### src/rtl/fft_twiddle_seq.sv
`default_nettype none
// ============================================================================
// fft_twiddle_seq : radix-2 DIT twiddle ROM sequencer with valid/ready output
// Rev 1.0
// ============================================================================
module fft_twiddle_seq #(
    parameter int LOG2N       = 5,
    parameter int ADDR_W      = 5,
    parameter int DATA_W      = 16,
    parameter int ADDR_OFFSET = 0
) (
    input  logic              clk,
    input  logic              rst_n,
    input  logic              start_i,
    input  logic              abort_i,
    output logic              busy_o,
    output logic              done_o,
    output logic [ADDR_W-1:0] rom_addr_o,
    input  logic [DATA_W-1:0] rom_re_data_i,
    input  logic [DATA_W-1:0] rom_im_data_i,
    output logic              tw_valid_o,
    input  logic              tw_ready_i,
    output logic [DATA_W-1:0] tw_re_o,
    output logic [DATA_W-1:0] tw_im_o,
    output logic [2:0]        tw_stage_o,
    output logic [LOG2N-2:0]  tw_bfly_o,
    output logic              tw_last_o
);

    localparam int            BW         = LOG2N - 1;
    localparam logic [2:0]    LAST_STAGE = 3'(LOG2N - 1);
    localparam logic [2:0]    STAGE_ONE  = 3'd1;
    localparam logic [BW-1:0] LAST_BFLY  = '1;
    localparam logic [BW-1:0] BFLY_ONE   = 1;

    typedef enum logic [1:0] {
        S_IDLE  = 2'd0,
        S_RUN   = 2'd1,
        S_DRAIN = 2'd2,
        S_DONE  = 2'd3
    } state_t;

    state_t            state_q, state_d;
    logic [2:0]        iss_stage_q, iss_stage_d;
    logic [BW-1:0]     iss_bfly_q, iss_bfly_d;
    logic              addr_vld_q, addr_vld_d;
    logic [2:0]        out_stage_q, out_stage_d;
    logic [BW-1:0]     out_bfly_q, out_bfly_d;
    logic [ADDR_W-1:0] out_addr_q, out_addr_d;
    logic              data_vld_q, data_vld_d;

    logic              adv;
    logic [ADDR_W-1:0] iss_addr;

    // k(s,b) = (b mod 2^s) << (LOG2N-1-s), then offset modulo 2^ADDR_W
    function automatic logic [ADDR_W-1:0] tw_addr(input logic [2:0] s, input logic [BW-1:0] b);
        logic [BW-1:0] mask;
        logic [BW-1:0] k;
        mask = ~({BW{1'b1}} << s);
        k    = (b & mask) << (3'(BW) - s);
        return ADDR_W'(ADDR_OFFSET) + ADDR_W'(k);
    endfunction

    assign adv        = !data_vld_q || tw_ready_i;
    assign iss_addr   = tw_addr(iss_stage_q, iss_bfly_q);
    // A stall re-reads the displayed entry so the registered ROM output holds.
    assign rom_addr_o = adv ? iss_addr : out_addr_q;

    assign busy_o     = (state_q != S_IDLE);
    assign done_o     = (state_q == S_DONE);
    assign tw_valid_o = data_vld_q;
    assign tw_re_o    = rom_re_data_i;
    assign tw_im_o    = rom_im_data_i;
    assign tw_stage_o = out_stage_q;
    assign tw_bfly_o  = out_bfly_q;
    assign tw_last_o  = data_vld_q && (out_stage_q == LAST_STAGE) && (out_bfly_q == LAST_BFLY);

    always_comb begin
        state_d     = state_q;
        iss_stage_d = iss_stage_q;
        iss_bfly_d  = iss_bfly_q;
        addr_vld_d  = addr_vld_q;
        out_stage_d = out_stage_q;
        out_bfly_d  = out_bfly_q;
        out_addr_d  = out_addr_q;
        data_vld_d  = data_vld_q;

        if (adv) begin
            out_stage_d = iss_stage_q;
            out_bfly_d  = iss_bfly_q;
            out_addr_d  = iss_addr;
            data_vld_d  = addr_vld_q;
            if (addr_vld_q) begin
                if (iss_bfly_q == LAST_BFLY) begin
                    iss_bfly_d = '0;
                    if (iss_stage_q == LAST_STAGE) begin
                        addr_vld_d = 1'b0;
                    end else begin
                        iss_stage_d = iss_stage_q + STAGE_ONE;
                    end
                end else begin
                    iss_bfly_d = iss_bfly_q + BFLY_ONE;
                end
            end
        end

        case (state_q)
            S_IDLE: begin
                if (start_i) begin
                    state_d     = S_RUN;
                    iss_stage_d = '0;
                    iss_bfly_d  = '0;
                    addr_vld_d  = 1'b1;
                end
            end
            S_RUN: begin
                if (adv && addr_vld_q && (iss_stage_q == LAST_STAGE) && (iss_bfly_q == LAST_BFLY)) begin
                    state_d = S_DRAIN;
                end
            end
            S_DRAIN: begin
                if (tw_ready_i && tw_last_o) begin
                    state_d = S_DONE;
                end
            end
            S_DONE:  state_d = S_IDLE;
            default: state_d = S_IDLE;
        endcase

        if (abort_i) begin
            state_d    = S_IDLE;
            addr_vld_d = 1'b0;
            data_vld_d = 1'b0;
        end
    end

    always_ff @(posedge clk or negedge rst_n) begin
        if (!rst_n) begin
            state_q     <= S_IDLE;
            iss_stage_q <= '0;
            iss_bfly_q  <= '0;
            addr_vld_q  <= 1'b0;
            out_stage_q <= '0;
            out_bfly_q  <= '0;
            out_addr_q  <= '0;
            data_vld_q  <= 1'b0;
        end else begin
            state_q     <= state_d;
            iss_stage_q <= iss_stage_d;
            iss_bfly_q  <= iss_bfly_d;
            addr_vld_q  <= addr_vld_d;
            out_stage_q <= out_stage_d;
            out_bfly_q  <= out_bfly_d;
            out_addr_q  <= out_addr_d;
            data_vld_q  <= data_vld_d;
        end
    end

endmodule
`default_nettype wire

### config.mk
export PLATFORM = sky130hd
export DESIGN_NAME = fft_twiddle_seq
export DESIGN_NICKNAME = d
export VERILOG_FILES = /design/src/rtl/fft_twiddle_seq.sv
export SDC_FILE = /design/constraint.sdc
export NUM_CORES = 1
export LEC_CHECK = 0
export CAP_MARGIN = 20
export CELL_PAD_IN_SITES_DETAIL_PLACEMENT = 2
export CELL_PAD_IN_SITES_GLOBAL_PLACEMENT = 2
export CORE_MARGIN = 5
export CORE_UTILIZATION = 21
export CTS_CLUSTER_SIZE = 24
export DETAILED_ROUTE_END_ITERATION = 8
export PLACE_DENSITY = 0.82
export SKIP_CTS_REPAIR_TIMING = 1
export SLEW_MARGIN = 10
export SYNTH_ARGS = -nofsm -noshare
export SYNTH_HDL_FRONTEND = slang
export SYNTH_SLANG_ARGS = --single-unit
### constraint.sdc
create_clock -name clk -period 2.12 [get_ports clk]
set_input_delay 0.318 -clock clk [delete_from_list [all_inputs] [get_ports clk]]
set_output_delay 0.318 -clock clk [all_outputs]
set_load 0.01 [all_outputs]
**Yosys cells after proc, flatten, opt, wreduce, memory -nomap -nowiden**

Cells that the tools add are included.
W data, S select, Z words.

- Shift-type cells: 2
- $add $sub $neg: 3
- Bitwise gates (word level): 2
- Multiplexer cells: 26
- Equal/unequal tests: 10
- Reductions and logical operators: 12

Operators with widths:

| kind | count |
|---|---|
| $mux W4 | 5 |
| $mux W3 | 6 |
| $mux W1 | 9 |
| $ne A3 B3 Y1 const B | 3 |
| $eq A4 B4 Y1 const B | 2 |
| $mux W2 | 4 |
| $pmux W2 S4 | 1 |
| $eq A3 B3 Y1 const B | 2 |
| $logic_and A1 B1 Y1 | 6 |
| $mux W5 | 1 |
| $add A4 B1 Y4 const B | 1 |
| $and A4 B4 Y4 | 1 |
| $eq A2 B2 Y1 const B | 2 |
| $not A4 Y4 | 1 |
| $reduce_bool A2 Y1 | 2 |
| $shl A4 B3 Y4 | 1 |
| $shl A4 B3 Y4 const A | 1 |
| $add A3 B1 Y3 const B | 1 |
| $reduce_and A3 Y1 | 1 |
| $sub A3 B3 Y3 const A | 1 |
| $eq A2 B1 Y1 const B | 1 |
| $logic_not A2 Y1 | 1 |
| $logic_not A1 Y1 | 1 |
| $logic_or A1 B1 Y1 | 1 |

- Flip-flop bits (word level): 23
- Input bits: 37
- Logic and storage cells: 63

**Logic depth before layout (Yosys ltp)**

Gate-level depths: netlist (run 1).

- Depth in word-level cells: 8
- Depth in mapped cells: 7
- Depth with buffers taken out: 7

**Least setup slack after synthesis (run 1)**

OpenSTA, ideal clock, no wires.

- Path type: reg-to-output
- Start: register iss_stage_q[0]
- End: output rom_addr_o[2]
- Arrival: 1.715 ns
- Buffers on the path: 0
- Setup slack: 0.087 ns
- Cell stages (with the launch flop): 8
- Cell sequence: dfrtp_1 ha_1 inv_1 ha_1 or3b_2 a21oi_1 a21oi_1 o21ai_0

- Cells in the longest elaborated chain, start to end: 5
- Elaborated cells on any way between the ends: 6
- Those cells by class: 1 x add/sub; 2 x shift; 1 x mux; 2 x bitwise

Ends and longest elaborated chain:

| what | RTL line | source |
|---|---|---|
| start: declaration | 44 | `logic [2:0] iss_stage_q, iss_stage_d;` |
| start signal: assignment | 149 | `iss_stage_q <= iss_stage_d;` |
| $shl A4 B3 Y4 | 59 | `mask = ~({BW{1'b1}} << s);` |
| $not A4 Y4 | 59 |  |
| $and A4 B4 Y4 | 60 | `k = (b & mask) << (3'(BW) - s);` |
| $shl A4 B3 Y4 * | 60 |  |
| $mux W5 * | -- |  |
| end: declaration | 18 | `output logic [ADDR_W-1:0] rom_addr_o,` |

Every way passes the cells marked *; elsewhere a longest branch is shown, timed or not.

**Worst setup path after layout (run 1)**

- Start: register iss_stage_q[1]
- End: output rom_addr_o[2]

The elaborated chain is that of the path after synthesis.

==> results of run 1 <==
==> final timing paths <==
kind	slack [ns]	cells past startpoint	from	to
worst max-delay path	-0.16	8	iss_stage_q[1]$_DFF_PN0_	rom_addr_o[2]
worst min-delay path	0.41	2	rst_n	tw_stage_o[1]$_DFFE_PN0N_
worst max register to register	0.07	8	iss_stage_q[0]$_DFF_PN0_	iss_stage_q[1]$_DFF_PN0_
worst min register to register	0.50	1	out_addr_q[4]$_DFF_PN0_	out_addr_q[4]$_DFF_PN0_
max in group asynchronous	1.48	2	rst_n	iss_bfly_q[0]$_DFF_PN0_
min in group clk	0.50	1	out_addr_q[4]$_DFF_PN0_	out_addr_q[4]$_DFF_PN0_
==> registers in the layout, summed over array words and instances, names as in the netlist <==
signal and cells:
addr_vld_q 1, iss_bfly_q 4, iss_stage_q 3, out_addr_q 5, state_q 2, tw_bfly_o 4, tw_stage_o 3, tw_valid_o 1
==> power by group <==
group	internal, mW	switching (mW)	total (mW)
sequential	0.498	0.0573	0.555
clock	0.132	0.153	0.285
combinational	0.227	0.253	0.481
total	0.857	0.464	1.32
==> area by class of cell <==
| type | count | area [µm²] | share of cell area (%) |
|---|---|---|---|
| Clock inverter | 1 | 5.00 | 0.274 |
| Inverter | 9 | 36.3 | 1.98 |
| Tap cell | 96 | 120 | 6.57 |
| Timing Repair Buffer | 43 | 367 | 20.1 |
| Clock buffer | 3 | 41.3 | 2.26 |
| Multi-Input combinational cell | 92 | 683 | 37.4 |
| Sequential cell | 23 | 576 | 31.5 |
==> metal layers <==
metal / up-vias / GRT usage, % / routed length [µm]
li1: 516 / - / -
met1: 563 / 10.5 / 1690
met2: 21 / 18.8 / 2420
met3: 10 / 1.12 / 166
met4: 0 / 5.78 / 95
met5: - / 0 / 0
==> logic make-up (layout without fill, tap and decap cells) <==
group / count (synthesis) / after routing / share of synthesized area (%)
compound gates: 21 / 21 / 9.04
xor+xnor: 3 / 3 / 1.76
fa+ha+maj: 10 / 10 / 8.37
buf+inv: 48 / 56 / 21.3
flops: 23 / 23 / 38.5
mux: 4 / 4 / 2.68
simple gates: 54 / 54 / 18.3
==> through the flow <==
step           total power [mW]  util [%]  setup TNS [ns]  area [µm²]
2_1_floorplan             0.872         -               0        1500
4_1_cts                    1.32      25.2           -2.81        1730
6_report                   1.32      26.6          -0.439        1830
3_5_place_dp               1.03      24.6           -1.33        1690
3_3_place_gp              0.992      24.6          -0.947        1690
5_1_grt                    1.42      26.6          -0.754        1830
==> worst max-delay path: stages (launching register included) <==
cell,delay [ns]
dfrtp_1,0.39
ha_2,0.20
inv_2,0.05
ha_4,0.15
or3b_4,0.37
a21oi_2,0.16
a21oi_2,0.05
o21ai_1,0.16
buf_2,0.16
==> layout by cell type, fill, tap and decap left out, types with 2 or more instances in the layout <==
cell              n
nor2_1           10
xnor2_1           2
o21ai_0           5
ha_1              6
buf_4            22
o31a_1            2
nand3_1           3
dfrtp_1          23
dlymetal6s2s_1    2
clkbuf_8          3
and2_1            3
nand3b_1          3
clkdlybuf4s50_1  15
a21oi_2           3
buf_2             2
ha_4              3
a22o_1            2
inv_2             2
o21ai_1           2
a21oi_1           2
inv_1             6
nand2_1          25
mux2i_1           3
==> flow_summary.json, run 1 <==
{
  "core_area_um2": 6870,
  "cts.sinks": 23,
  "ir_drop_mv": 0.202,
  "ys_warn_count": 0,
  "yosysSeqAreaShare_pct": 38.5,
  "cts-htree-levels": 1,
  "area_delta_synth_final_pct": 22.3,
  "num_vias": 1110,
  "min_path_type": "primary input to async pin",
  "synth_commonest_cells": "buf_4, nand2_1, dfrtp_1",
  "rsz0062_at_grt": "true",
  "cp.required_ns": 1.80,
  "synth.largest_area_cell": "dfrtp_1",
  "place_hpwl_um": 3100,
  "layout-drive-gt1-share_pct": 28.1,
  "viasPerCell": 4.16,
  "netlist.area_leader.share_pct": 38.5,
  "grt_pass1_vias": 1327,
  "setup_ws_ns": -0.158,
  "yosysMostFrequentCell": "buf_4",
  "grt_pass1_wl_um": 6960,
  "cp-end-kind": "output pin",
  "grt_overflow": 0,
  "worstPathArrival_ns": 1.96,
  "fin_skew_ns": 0.00474,
  "ioPinCount": 85,
  "grtUsageTotal_pct": 9.94,
  "cts_tree": "done",
  "drtIter0Drc": 32,
  "critPathMaxFanout": 2,
  "syn_area_per_cell_um2": 9.17,
  "clk_transition_reported_paths_ns": 0.09,
  "slew_viol_final": 0,
  "synth_edf_count": 0,
  "setup_viol": 4,
  "critPathKind": "register to output pin",
  "stdcell_count": 267,
  "drc_errors": 0,
  "final_antenna_net_count": 0,
  "synthCells": 163,
  "io_buffer_count": 20,
  "max_freq_mhz": 439,
  "place_ws_ns": -0.333,
  "final.min_clock_period_ns": 2.28,
  "synth_ff_type": "dfrtp_1",
  "clkLatencyLatePin_ns": 0.27,
  "antenna_found_initial": 0,
  "p_leak_nw": 0.846,
  "start_util_pct": 21.8,
  "firstDrtPassIters": 4,
  "ys_ff_latch": 23,
  "synth-async-reset-ratio_pct": 100,
  "dieArea_um2": 8910,
  "cellPowerDensity_nw_per_um2": 722,
  "min_period_over_period_pct": 107,
  "status": "finished, violations left",
  "critPathLaunchType": "register",
  "ys_types": 33,
  "cap_violations": 0,
  "gp_congestion": 0.776,
  "worstMarginPinSlew_ns": 0.300,
  "post_drt_wl_per_cell_um": 16.4,
  "die_w_um": 94.4,
  "wirelength_um": 4380,
  "final-hold-violation-count": 0,
  "slew_headroom_pct": 79.8,
  "syn_nets": 210,
  "die_h_um": 94.4,
  "failed_checks": "negative setup slack",
  "rows": 30,
  "clock-root-buffer": "clkbuf_8",
  "cts-buffers-inserted": 3,
  "grt_max_degree": 24,
  "nets": 219,
  "synthTopCellsByArea": "dfrtp_1, buf_4, ha_1, nand2_1, mux2i_1",
  "diodes": 0,
  "hold_ws_ns": 0.406,
  "fillCellCount": 776,
  "synth_area_um2": 1500,
  "dpl.cell_count": 261,
  "cts_buffer_depth": 2
}
Power figures use the tool's default switching activity.
==> inputs of run 2 (changes only) <==
- clock period: 2.12 -> 2.5 ns (I/O delays scaled with it)
==> flow_summary.json, run 2 (synthesized netlist as in run 1, its figures left out) <==
{
  "grtUsageTotal_pct": 8.31,
  "firstDrtPassIters": 4,
  "clkLatencyLatePin_ns": 0.27,
  "rr_worst_depth": 6,
  "cp.required_ns": 2.12,
  "die_h_um": 94.4,
  "top_register": "out_addr_q",
  "cp-end-kind": "output pin",
  "cts-htree-levels": 1,
  "cts.sinks": 23,
  "die_w_um": 94.4,
  "cts_tree": "done",
  "layout-drive-gt1-share_pct": 15.5,
  "grt_max_degree": 24,
  "ioPinCount": 85,
  "rr_startpoint": "iss_stage_q[0]$_DFF_PN0_",
  "gp_congestion": 0.797,
  "critPathKind": "register to output pin",
  "worstMarginPinSlew_ns": 0.339,
  "post_drt_wl_per_cell_um": 14.4,
  "rows": 30,
  "hold_ws_ns": 0.465,
  "grt_pass1_wl_um": 5920,
  "cts_buffer_depth": 2,
  "cellPowerDensity_nw_per_um2": 628,
  "slew_viol_final": 0,
  "wirelength_um": 3710,
  "rr_endpoint": "iss_stage_q[0]$_DFF_PN0_",
  "critPathMaxFanout": 3,
  "max_freq_mhz": 400,
  "fillCellCount": 767,
  "setup_viol": 0,
  "dpl.cell_count": 251,
  "status": "complete, no violations",
  "worstPathArrival_ns": 2.12,
  "fin_util_pct": 24.8,
  "layout_common_cells": "nand2_1, dfrtp_1, clkdlybuf4s50_1",
  "start_util_pct": 21.8,
  "viasPerCell": 4.11,
  "grt_pass1_vias": 1168,
  "clk_transition_reported_paths_ns": 0.09,
  "core_area_um2": 6870,
  "final_antenna_net_count": 0,
  "fin_skew_ns": 0.00339,
  "drc_errors": 0,
  "cts-buffers-inserted": 3,
  "ff2ff_setup_slack_ns": 0.60,
  "nets": 209,
  "final_cell_area_um2": 1700,
  "largest_reg_flops": 5,
  "dieArea_um2": 8910,
  "diodes": 0,
  "final-hold-violation-count": 0,
  "finalPower_mw": 1.07,
  "stdcell_count": 257,
  "slew_headroom_pct": 77.2,
  "clock-root-buffer": "clkbuf_8",
  "critPathLaunchType": "register",
  "drtIter0Drc": 33,
  "final_common_cell": "nand2_1",
  "place_area_um2": 1610,
  "ir_drop_mv": 0.119,
  "antenna_found_initial": 0,
  "place_hpwl_um": 2810,
  "min_period_over_period_pct": 99.9,
  "final.min_clock_period_ns": 2.50,
  "p_leak_nw": 0.816,
  "io_buffer_count": 20,
  "grt_overflow": 0,
  "cap_violations": 0,
  "rsz0062_at_grt": "true",
  "min_path_type": "primary input to async pin",
  "area_delta_synth_final_pct": 13.7,
  "num_vias": 1057
}
run 2: changes by cell type in the layout (fill, tap and decap cells not counted), moves of 2 or more:
| cell | change |
|---|---|
| buf_4 | -9 |
| a21oi_2 | -2 |
| ha_4 | -3 |
| inv_2 | -2 |
| buf_2 | -2 |
| a21oi_1 | +2 |
| inv_1 | +3 |
| ha_1 | +4 |
run 2: area by class of cell:
class / count / area (µm²) / area share [%]
inverters: 9 / 33.8 / 1.99
multi-input cells: 92 / 624 / 36.7
flip-flops and latches: 23 / 576 / 33.8
clock inverters: 1 / 5.00 / 0.294
repair buffers: 33 / 300 / 17.7
well taps: 96 / 120 / 7.06
clock buffers: 3 / 41.3 / 2.43
run 2: worst max-delay path, stage by stage, from the launching register on:
cell	delay (ns)
dfrtp_1	0.39
buf_4	0.12
ha_1	0.12
inv_1	0.04
ha_1	0.18
or3b_2	0.46
a21oi_2	0.17
a21oi_1	0.06
o21ai_1	0.16
clkbuf_2	0.16
run 2: report_power, final:
| part | total, mW | switching [mW] | internal [mW] |
|---|---|---|---|
| combinational | 0.333 | 0.168 | 0.165 |
| sequential | 0.494 | 0.0722 | 0.422 |
| clock | 0.240 | 0.129 | 0.111 |
| total | 1.07 | 0.369 | 0.698 |
run 2: worst max path at each step:
| stage | from | cells after the start | slack (ns) | end |
|---|---|---|---|---|
| floorplan | iss_stage_q[0]$_DFF_PN0_ | 7 | 0.41 | rom_addr_o[2] |
| finish | iss_stage_q[1]$_DFF_PN0_ | 9 | 0.003 | rom_addr_o[2] |
| CTS | iss_stage_q[1]$_DFF_PN0_ | 8 | -0.44 | rom_addr_o[2] |
| global placement | iss_stage_q[0]$_DFF_PN0_ | 8 | 0.03 | rom_addr_o[2] |
| global route | iss_stage_q[1]$_DFF_PN0_ | 9 | -0.16 | rom_addr_o[2] |
| detailed placement | iss_stage_q[1]$_DFF_PN0_ | 8 | -0.05 | rom_addr_o[2] |
run 2: through the flow:
step                      TNS [ns]  setup WS, ns
after detailed placement    -0.128       -0.0479
final                            0       0.00293
after global routing        -0.157        -0.157
after floorplan                  0         0.410
after CTS                    -1.36        -0.436
after global placement           0        0.0320
run 2: routing by layer:
layer  GRT usage [%]  vias to the layer above  wire, µm
met5               0                        -         0
li1                -                      496         -
met3            1.04                        6       126
met2            15.5                       14      1930
met4            3.49                        0        48
met1            9.42                      541      1610
